===== config.mk =====
export PLATFORM = sky130hd
export DESIGN_NAME = act_unit_scheduler
export DESIGN_NICKNAME = d
export VERILOG_FILES = /design/src/rtl/act_unit_scheduler.sv
export SDC_FILE = /design/constraint.sdc
export NUM_CORES = 1
export LEC_CHECK = 0
export CAP_MARGIN = 0
export CORE_ASPECT_RATIO = 1.5
export CORE_MARGIN = 2
export CORE_UTILIZATION = 48
export DETAILED_ROUTE_END_ITERATION = 10
export HOLD_SLACK_MARGIN = 0.1
export PLACE_DENSITY = 0.8
export SLEW_MARGIN = 20
export SYNTH_ARGS = -nofsm -noshare
export SYNTH_HDL_FRONTEND = slang
export SYNTH_SLANG_ARGS = --single-unit

===== constraint.sdc =====
create_clock -name clk -period 2.8 [get_ports clk]
set_clock_uncertainty 0.1 [all_clocks]
set_input_delay 0.42 -clock clk [delete_from_list [all_inputs] [get_ports clk]]
set_output_delay 0.42 -clock clk [all_outputs]
set_load 0.02 [all_outputs]

===== src/rtl/act_unit_scheduler.sv =====
// act_unit_scheduler: streams a latched z vector through one shared
// activation unit and gathers the returned activations into a vector.
module act_unit_scheduler #(
   parameter int N_NEURONS   = 4,
   parameter int DATA_W      = 8,
   parameter int ACT_LATENCY = 0
) (
   input  logic                        clk,
   input  logic                        rst,
   input  logic                        in_valid,
   output logic                        in_ready,
   input  logic [N_NEURONS*DATA_W-1:0] in_z,
   output logic                        act_valid,
   output logic [DATA_W-1:0]           act_z,
   input  logic [DATA_W-1:0]           act_a,
   output logic                        out_valid,
   input  logic                        out_ready,
   output logic [N_NEURONS*DATA_W-1:0] out_a,
   output logic                        busy
);

   localparam int IDX_W = (N_NEURONS > 1) ? $clog2(N_NEURONS) : 1;
   localparam logic [IDX_W-1:0] LAST_IDX = IDX_W'(N_NEURONS - 1);

   typedef enum logic [1:0] {IDLE, ISSUE, DRAIN, DONE} state_t;

   state_t                      state;
   state_t                      state_nxt;
   logic [IDX_W-1:0]            idx;
   logic [N_NEURONS*DATA_W-1:0] z_q;
   logic [DATA_W-1:0]           z_sel;
   logic                        cap_v;
   logic [IDX_W-1:0]            cap_idx;
   logic                        cap_last;

   always_comb begin
      z_sel = '0;
      for (int i = 0; i < N_NEURONS; i++) begin
         if (idx == IDX_W'(i)) z_sel = z_q[i*DATA_W +: DATA_W];
      end
   end

   always_comb begin
      state_nxt = state;
      in_ready  = 1'b0;
      act_valid = 1'b0;
      out_valid = 1'b0;
      busy      = 1'b1;
      unique case (state)
         IDLE: begin
            in_ready = 1'b1;
            busy     = 1'b0;
            if (in_valid) state_nxt = ISSUE;
         end
         ISSUE: begin
            act_valid = 1'b1;
            if (idx == LAST_IDX) begin
               state_nxt = (ACT_LATENCY > 0) ? DRAIN : DONE;
            end
         end
         DRAIN: begin
            if (cap_v && cap_last) state_nxt = DONE;
         end
         DONE: begin
            out_valid = 1'b1;
            if (out_ready) state_nxt = IDLE;
         end
         default: state_nxt = IDLE;
      endcase
   end

   assign act_z = act_valid ? z_sel : '0;

   always_ff @(posedge clk or posedge rst) begin
      if (rst) begin
         state <= IDLE;
         idx   <= '0;
         z_q   <= '0;
      end else begin
         state <= state_nxt;
         if (state == IDLE && in_valid) begin
            z_q <= in_z;
            idx <= '0;
         end else if (state == ISSUE) begin
            idx <= (idx == LAST_IDX) ? '0 : idx + 1'b1;
         end
      end
   end

   // Each issued slot index travels alongside the activation unit latency
   generate
      if (ACT_LATENCY == 0) begin : g_comb
         assign cap_v   = act_valid;
         assign cap_idx = idx;
      end else begin : g_pipe
         logic [ACT_LATENCY-1:0] pv;
         logic [IDX_W-1:0]       pidx [ACT_LATENCY];

         always_ff @(posedge clk or posedge rst) begin
            if (rst) begin
               pv <= '0;
               for (int i = 0; i < ACT_LATENCY; i++) pidx[i] <= '0;
            end else begin
               pv[0]   <= act_valid;
               pidx[0] <= idx;
               for (int i = 1; i < ACT_LATENCY; i++) begin
                  pv[i]   <= pv[i-1];
                  pidx[i] <= pidx[i-1];
               end
            end
         end

         assign cap_v   = pv[ACT_LATENCY-1];
         assign cap_idx = pidx[ACT_LATENCY-1];
      end
   endgenerate

   assign cap_last = (cap_idx == LAST_IDX);

   always_ff @(posedge clk or posedge rst) begin
      if (rst) begin
         out_a <= '0;
      end else if (cap_v) begin
         for (int i = 0; i < N_NEURONS; i++) begin
            if (cap_idx == IDX_W'(i)) out_a[i*DATA_W +: DATA_W] <= act_a;
         end
      end
   end

endmodule


==> results.toml, run 1 <==
[outcome]
status = "finished clean"

[grt]
antenna_found_initial = 0
grt_pass1_wl_um = 10760
gr-total-overflow = 0
grt_use_total = 0.1962
grt_pass1_vias = 2084
grt_max_degree = 35

[routing]
vias = 2042
wl_met2_um = 3359
drt_iter0_drc = 74
drtPass1Iterations = 4
drt_wl_total_um = 6523
vias_per_cell = 5.304
ant_nets = 0
top_layer_used = "met4"
wl_met3_um = 283
drcViolationCount = 0
wl_met1_um = 2717
wl_per_cell_um = 16.94

[die]
die-area_um2 = 7176
core_area_um2 = 6396
start_util = 0.4879
die_x_um = 69.84
rows = 36
pin_count = 88
die_h_um = 102.8

[synth]
ys_ff_latch = 68
synth_area_um2 = 3120
ys_seq_area_frac = 0.5453
yosys_warnings = 0
synthCells = 209
synthesis.nets = 261
syn_avg_cell_area_um2 = 14.93
ys_types = 26

[power]
pwr-share-clk = 0.187
p_switching_mw = 1.863
p_leak_nw = 1.942
swShare = 0.3417
seq_power_share = 0.329
power_density_nw_per_um2 = 1268
p_total_mw = 5.451
p_comb_frac = 0.485
p_int_mw = 3.589
vdd_drop_max_uv = 582.9

[timing]
final-setup-viol-count = 0
maxSlewViolCount = 0
final.period_utilization = 0.9776
post-route-min-period_ns = 2.737
hold_viol = 0
max_freq_mhz = 365.3
rsz0062_at_grt = "yes"
tightest_slew_ns = 0.5451
maxSlewHeadroom = 0.6353

[setup_path]
reg2reg_from = "state[0]"
startpoint_type = "flip-flop"
critPathArrivalTime_ns = 2.22
worstPathMaxFanout = 17
worst_r2r_endpoint = "z_q[11]"
critical_path_class = "flip-flop to primary output"
cp_data_required_time_ns = 2.28
crit_path_end_kind = "primary output"
reg2regPathDepth = 5
ff2ff_setup_slack_ns = 0.62

[clock_network]
clk_path_buf_depth = 2
cts_buffers = 9
clkLatencyLatePin_ns = 0.34
cts_tree = "yes"
cts-root-buf = "clkbuf_8"
htreeDepth = 3
cts_sinks = 68
clk_pin_slew_ns = 0.08

[placed_design]
numPortBuffers = 87
dp.cells = 369
finalWeightedCongestion = 0.7691
place_hpwl_um = 4750

[finish]
antenna-diode-count = 0
multi_input_area_um2 = 1303
seq_area_um2 = 1702
num-nets-final = 356
nFillCells = 475
drive_gt1_frac = 0.3463
area_growth_pct = 37.77
fin_cells = 385

[worst_hold_path]
hp-class = "input pin to asynchronous set/reset pin"

[flow_run]
max_cap_violations = 0
kinds of logic (layout without fill, tap and decap cells):
family                     after synthesis  in the layout  share of synthesized area
DFF                                     68             68                     0.5453
muxes                                   67             67                     0.2787
and+or+nand+nor                         24             24                    0.04771
AOI/OAI and AO/OA                       23             23                    0.05814
buffers and inverters                   19            119                    0.03809
adders and majority gates                8              8                    0.03208
metal layers:
metal  up-vias  global-route usage
met5         -                   0
met4         0             0.09911
met3        12             0.03715
met2        74              0.3172
met1      1016              0.2550
li1        940                   -
power by group through the flow:
stage	registers (mW)	logic (mW)	clock network, mW
3_3_place_gp	1.79	2.65	0
6_report	1.79	2.64	1.02
3_5_place_dp	1.81	2.70	0
5_1_grt	1.85	2.84	1.08
4_1_cts	1.79	2.69	1.04
2_1_floorplan	2.02	1.48	0
state kept, by name, summed over array words and instances (netlist names):
signal   cells
out_a       32
z_q         32
cap_idx      2
state        2
worst max-delay path, stage by stage, from the launching register on:
cell and delay [ns]:
dfrtp_1 0.41, inv_1 0.13, ha_2 0.39, a21oi_1 0.07, o21ai_0 0.10, a32o_1 0.15
clkdlybuf4s50_1 0.62
cells in the final DEF (no fill, tap or decap), types with 3 or more instances in the layout:
cell type | synthesis | routed
o31ai_1 | 7 | 7
nand2_2 | 5 | 5
mux2_2 | 35 | 35
inv_1 | 8 | 7
clkbuf_8 | 0 | 11
clkdlybuf4s50_1 | 0 | 80
ha_1 | 8 | 7
mux2_4 | 31 | 31
bufinv_16 | 0 | 3
nor2b_1 | 8 | 8
a221oi_1 | 7 | 7
nand3_1 | 7 | 7
clkbuf_2 | 1 | 6
a21oi_1 | 3 | 3
buf_4 | 1 | 7
dfrtp_1 | 68 | 68
synthesized netlist by cell type (all sizes together):
| cell type | instances | area share |
|---|---|---|
| a41o | 1 | 0.0036 |
| clkbuf | 1 | 0.0016 |
| dfrtp | 68 | 0.55 |
| o21ai | 1 | 0.0016 |
| ha | 8 | 0.032 |
| mux2 | 66 | 0.28 |
| inv | 8 | 0.0096 |
| a32o | 1 | 0.0032 |
| a41oi | 1 | 0.0028 |
| nand2 | 6 | 0.011 |
| nand3 | 7 | 0.011 |
| a221oi | 7 | 0.020 |
| o2111ai | 1 | 0.0028 |
| nor2b | 8 | 0.016 |
| a21oi | 4 | 0.0076 |
| mux2i | 1 | 0.0032 |
| o31ai | 7 | 0.017 |
| nand2b | 3 | 0.0092 |
| buf | 10 | 0.027 |
per-stage QoR:
stage / util / hold slack (ns) / setup TNS, ns / cell area [um^2] / setup WS, ns
after floorplan: - / 0.3800 / 0 / 3120 / 0.5685
after global placement: 0.6363 / 0.3866 / 0 / 4070 / 0.1486
after detailed placement: 0.6363 / 0.3935 / 0 / 4070 / 0.1283
after CTS: 0.6757 / 0.2945 / 0 / 4322 / 0.03806
after global routing: 0.6721 / 0.3209 / -0.09186 / 4299 / -0.09186
final: 0.6721 / 0.2967 / 0 / 4299 / 0.06264
how the worst max path moves through the flow:
stage / endpoint / depth (start not counted) / start
after floorplan: cap_idx[0] / 1 / rst
after global placement: act_z[1] / 7 / cap_idx[0]
after detailed placement: act_z[1] / 7 / cap_idx[0]
after CTS: act_z[1] / 7 / cap_idx[0]
after global routing: act_z[6] / 6 / cap_idx[0]
final: act_z[6] / 6 / cap_idx[0]
layout make-up:
| type | instances | area share |
|---|---|---|
| clock buffer | 11 | 0.03522 |
| clock inverter | 5 | 0.02474 |
| inverter | 8 | 0.006985 |
| multi-input combinational | 122 | 0.3030 |
| sequential | 68 | 0.3958 |
| tap | 76 | 0.02212 |
| timing repair buffer | 95 | 0.2122 |
timing repair:
action,4_1_cts,5_1_grt
hold buffers,0,0
gates resized for setup,8,20
hold endpoints to repair,0,0
buffers inserted,0,0
endpoints found under the setup margin,8,8
pin swaps,0,0
No activity file was read; power rests on OpenSTA's default activity.
==> inputs of run 2 (changes only) <==
--- a/config.mk
+++ b/config.mk
@@ -8,10 +8,11 @@
 export CAP_MARGIN = 0
 export CORE_ASPECT_RATIO = 1.5
 export CORE_MARGIN = 2
-export CORE_UTILIZATION = 48
+export CORE_UTILIZATION = 60
 export DETAILED_ROUTE_END_ITERATION = 10
+export DONT_BUFFER_PORTS = 1
 export HOLD_SLACK_MARGIN = 0.1
-export PLACE_DENSITY = 0.8
+export PLACE_DENSITY = 0.76
 export SLEW_MARGIN = 20
 export SYNTH_ARGS = -nofsm -noshare
 export SYNTH_HDL_FRONTEND = slang
==> run 2 against run 1 <==
Effect of this change: register-to-register slack better by 0.14 ns; combinational power decreased by 33%; maximum frequency rose by 4.2%; design area fell by 17%; total power down 10%; critical path depth fell by 1; non-clock buffer count shrank 74; final cell count fell by 21%; die area fell by 19%; setup slack improved by 0.11 ns; core utilization up 2.7 points; worst hold slack worse by 0.21 ns; largest cell class unchanged.
==> results.toml, run 2 (same netlist as run 1, synthesis figures left out) <==
[outcome]
status = "finished clean"

[clock_network]
cts-root-buf = "clkbuf_8"
cts_tree = "yes"
htreeDepth = 3
cts_buffers = 9
clkLatencyLatePin_ns = 0.34
clk_pin_slew_ns = 0.08
clk_path_buf_depth = 2
cts_sinks = 68

[setup_path]
slowest_stage = "ha_1"
cp_data_required_time_ns = 2.28
critPathArrivalTime_ns = 2.11
crit_path_end_kind = "primary output"
worst_path_largest_cell_delay_ns = 0.53
cp_cell_sequence = "inv_1 > ha_1 > a221oi_1 > o31ai_1 > buf_4"
startpoint_type = "flip-flop"
critical_path_class = "flip-flop to primary output"
worstPathMaxFanout = 17

[power]
swShare = 0.3727
vdd_drop_max_uv = 689.7
p_comb_frac = 0.363
pwr-share-clk = 0.200
p_switching_mw = 1.819
p_int_mw = 3.062
seq_power_share = 0.437
power_density_nw_per_um2 = 1373
p_leak_nw = 1.648

[timing]
post-route-min-period_ns = 2.626
rsz0062_at_grt = "no"
tightest_slew_ns = 0.8181
holdWs_ns = 0.08926
hold_viol = 0
final.period_utilization = 0.9380
maxSlewHeadroom = 0.4546
max_freq_mhz = 380.8
final-setup-viol-count = 0
setup_ws_ns = 0.1737
fin_setup_tns_ns = 0
maxSlewViolCount = 0

[placed_design]
place_hpwl_um = 4425
numPortBuffers = 0
finalWeightedCongestion = 0.6854
pre_cts_slack_ns = 0.4025

[finish]
area_growth_pct = 13.91
final_cell_mix = "dfrtp_1, mux2_2, mux2_4"
antenna-diode-count = 0
num-nets-final = 282
largest_registers = "out_a (32), z_q (32)"
final_common_cell = "dfrtp_1"
drive_gt1_frac = 0.4426

[routing]
vias = 1775
wl_met3_um = 340
vias_per_cell = 5.858
drt_iter0_drc = 74
ant_nets = 0
drcViolationCount = 0
wl_met2_um = 3327
wl_per_cell_um = 20.56
drtPass1Iterations = 4
wl_met1_um = 2404
drt_wl_total_um = 6230
top_layer_used = "met4"

[grt]
grt_pass1_vias = 1911
grt_max_degree = 69
gr-total-overflow = 0
grt_use_total = 0.2335
antenna_found_initial = 0
grt_pass1_wl_um = 10080

[die]
die_h_um = 92.33
pin_count = 88
rows = 32
core_area_um2 = 5085
die_x_um = 62.89
die-area_um2 = 5806
start_util = 0.6137

[flow_run]
max_cap_violations = 0

[worst_hold_path]
hp-class = "input pin to asynchronous set/reset pin"
-- run 2: cell count changes in the layout (fill, tap and decap cells not counted), sizes merged --
cell           before  now
buf                 8   11
clkbuf             17    9
clkdlybuf4s50      80    0
clkinv              0    2
dlygate4sd1         1    0
dlygate4sd3         0   10
-- run 2: what timing repair did --
action	CTS	global route
hold buffers	1	9
endpoints found under the hold margin	2	10
setup buffers	0	0
setup endpoints to repair	4	2
gates resized for setup	1	1
-- run 2: cell type report --
class	count	area [um^2]
flip-flops and latches	68	1702
fillers	363	1530
multi-input cells	122	1308
repair buffers	21	182.7
clock buffers	9	123.9
clock inverters	7	123.9
well taps	68	85.08
inverters	8	30.03
-- run 2: layer usage --
layer,track usage,vias to the layer above
met5,0,-
met4,0.1185,0
met3,0.07412,15
met2,0.3989,73
met1,0.2591,894
li1,-,793
-- run 2: final timing paths --
check / start / end / slack, ns / depth (start not counted)
setup / recovery: cap_idx[0] / act_z[4] / 0.17 / 5
hold / removal: rst / out_a[12] / 0.09 / 2
setup reg to reg: state[0] / z_q[23] / 0.76 / 5
hold reg to reg: z_q[30] / z_q[30] / 0.42 / 1
max in group asynchronous: rst / z_q[21] / 1.97 / 2
min in group clk: act_a[4] / out_a[4] / 0.12 / 1
-- run 2: through the flow --
stage	instance area [um^2]	utilization	cells	total power, mW
CTS	3460	0.6804	294	4.890
floorplan	3120	-	209	3.508
global route	3555	0.6991	303	5.162
finish	3555	0.6991	303	4.881
detailed placement	3199	0.6292	277	3.893
global placement	3199	0.6292	277	3.779
-- run 2: critical path, delay by kind of cell, from the launching register on --
| family | cells | cell delay, ns |
|---|---|---|
| AO/OA/AOI/OAI | 2 | 0.50 |
| adder cells (fa/ha/maj) | 1 | 0.53 |
| buffers and inverters | 2 | 0.33 |
| flip-flops | 1 | 0.40 |
-- run 2: power by group through the flow --
| stage | clock (mW) | sequential [mW] | combinational, mW |
|---|---|---|---|
| after global placement | 0 | 2.11 | 1.67 |
| after CTS | 0.991 | 2.13 | 1.77 |
| after floorplan | 0 | 2.02 | 1.48 |
| final | 0.976 | 2.13 | 1.77 |
| after global routing | 1.05 | 2.18 | 1.93 |
| after detailed placement | 0 | 2.14 | 1.75 |
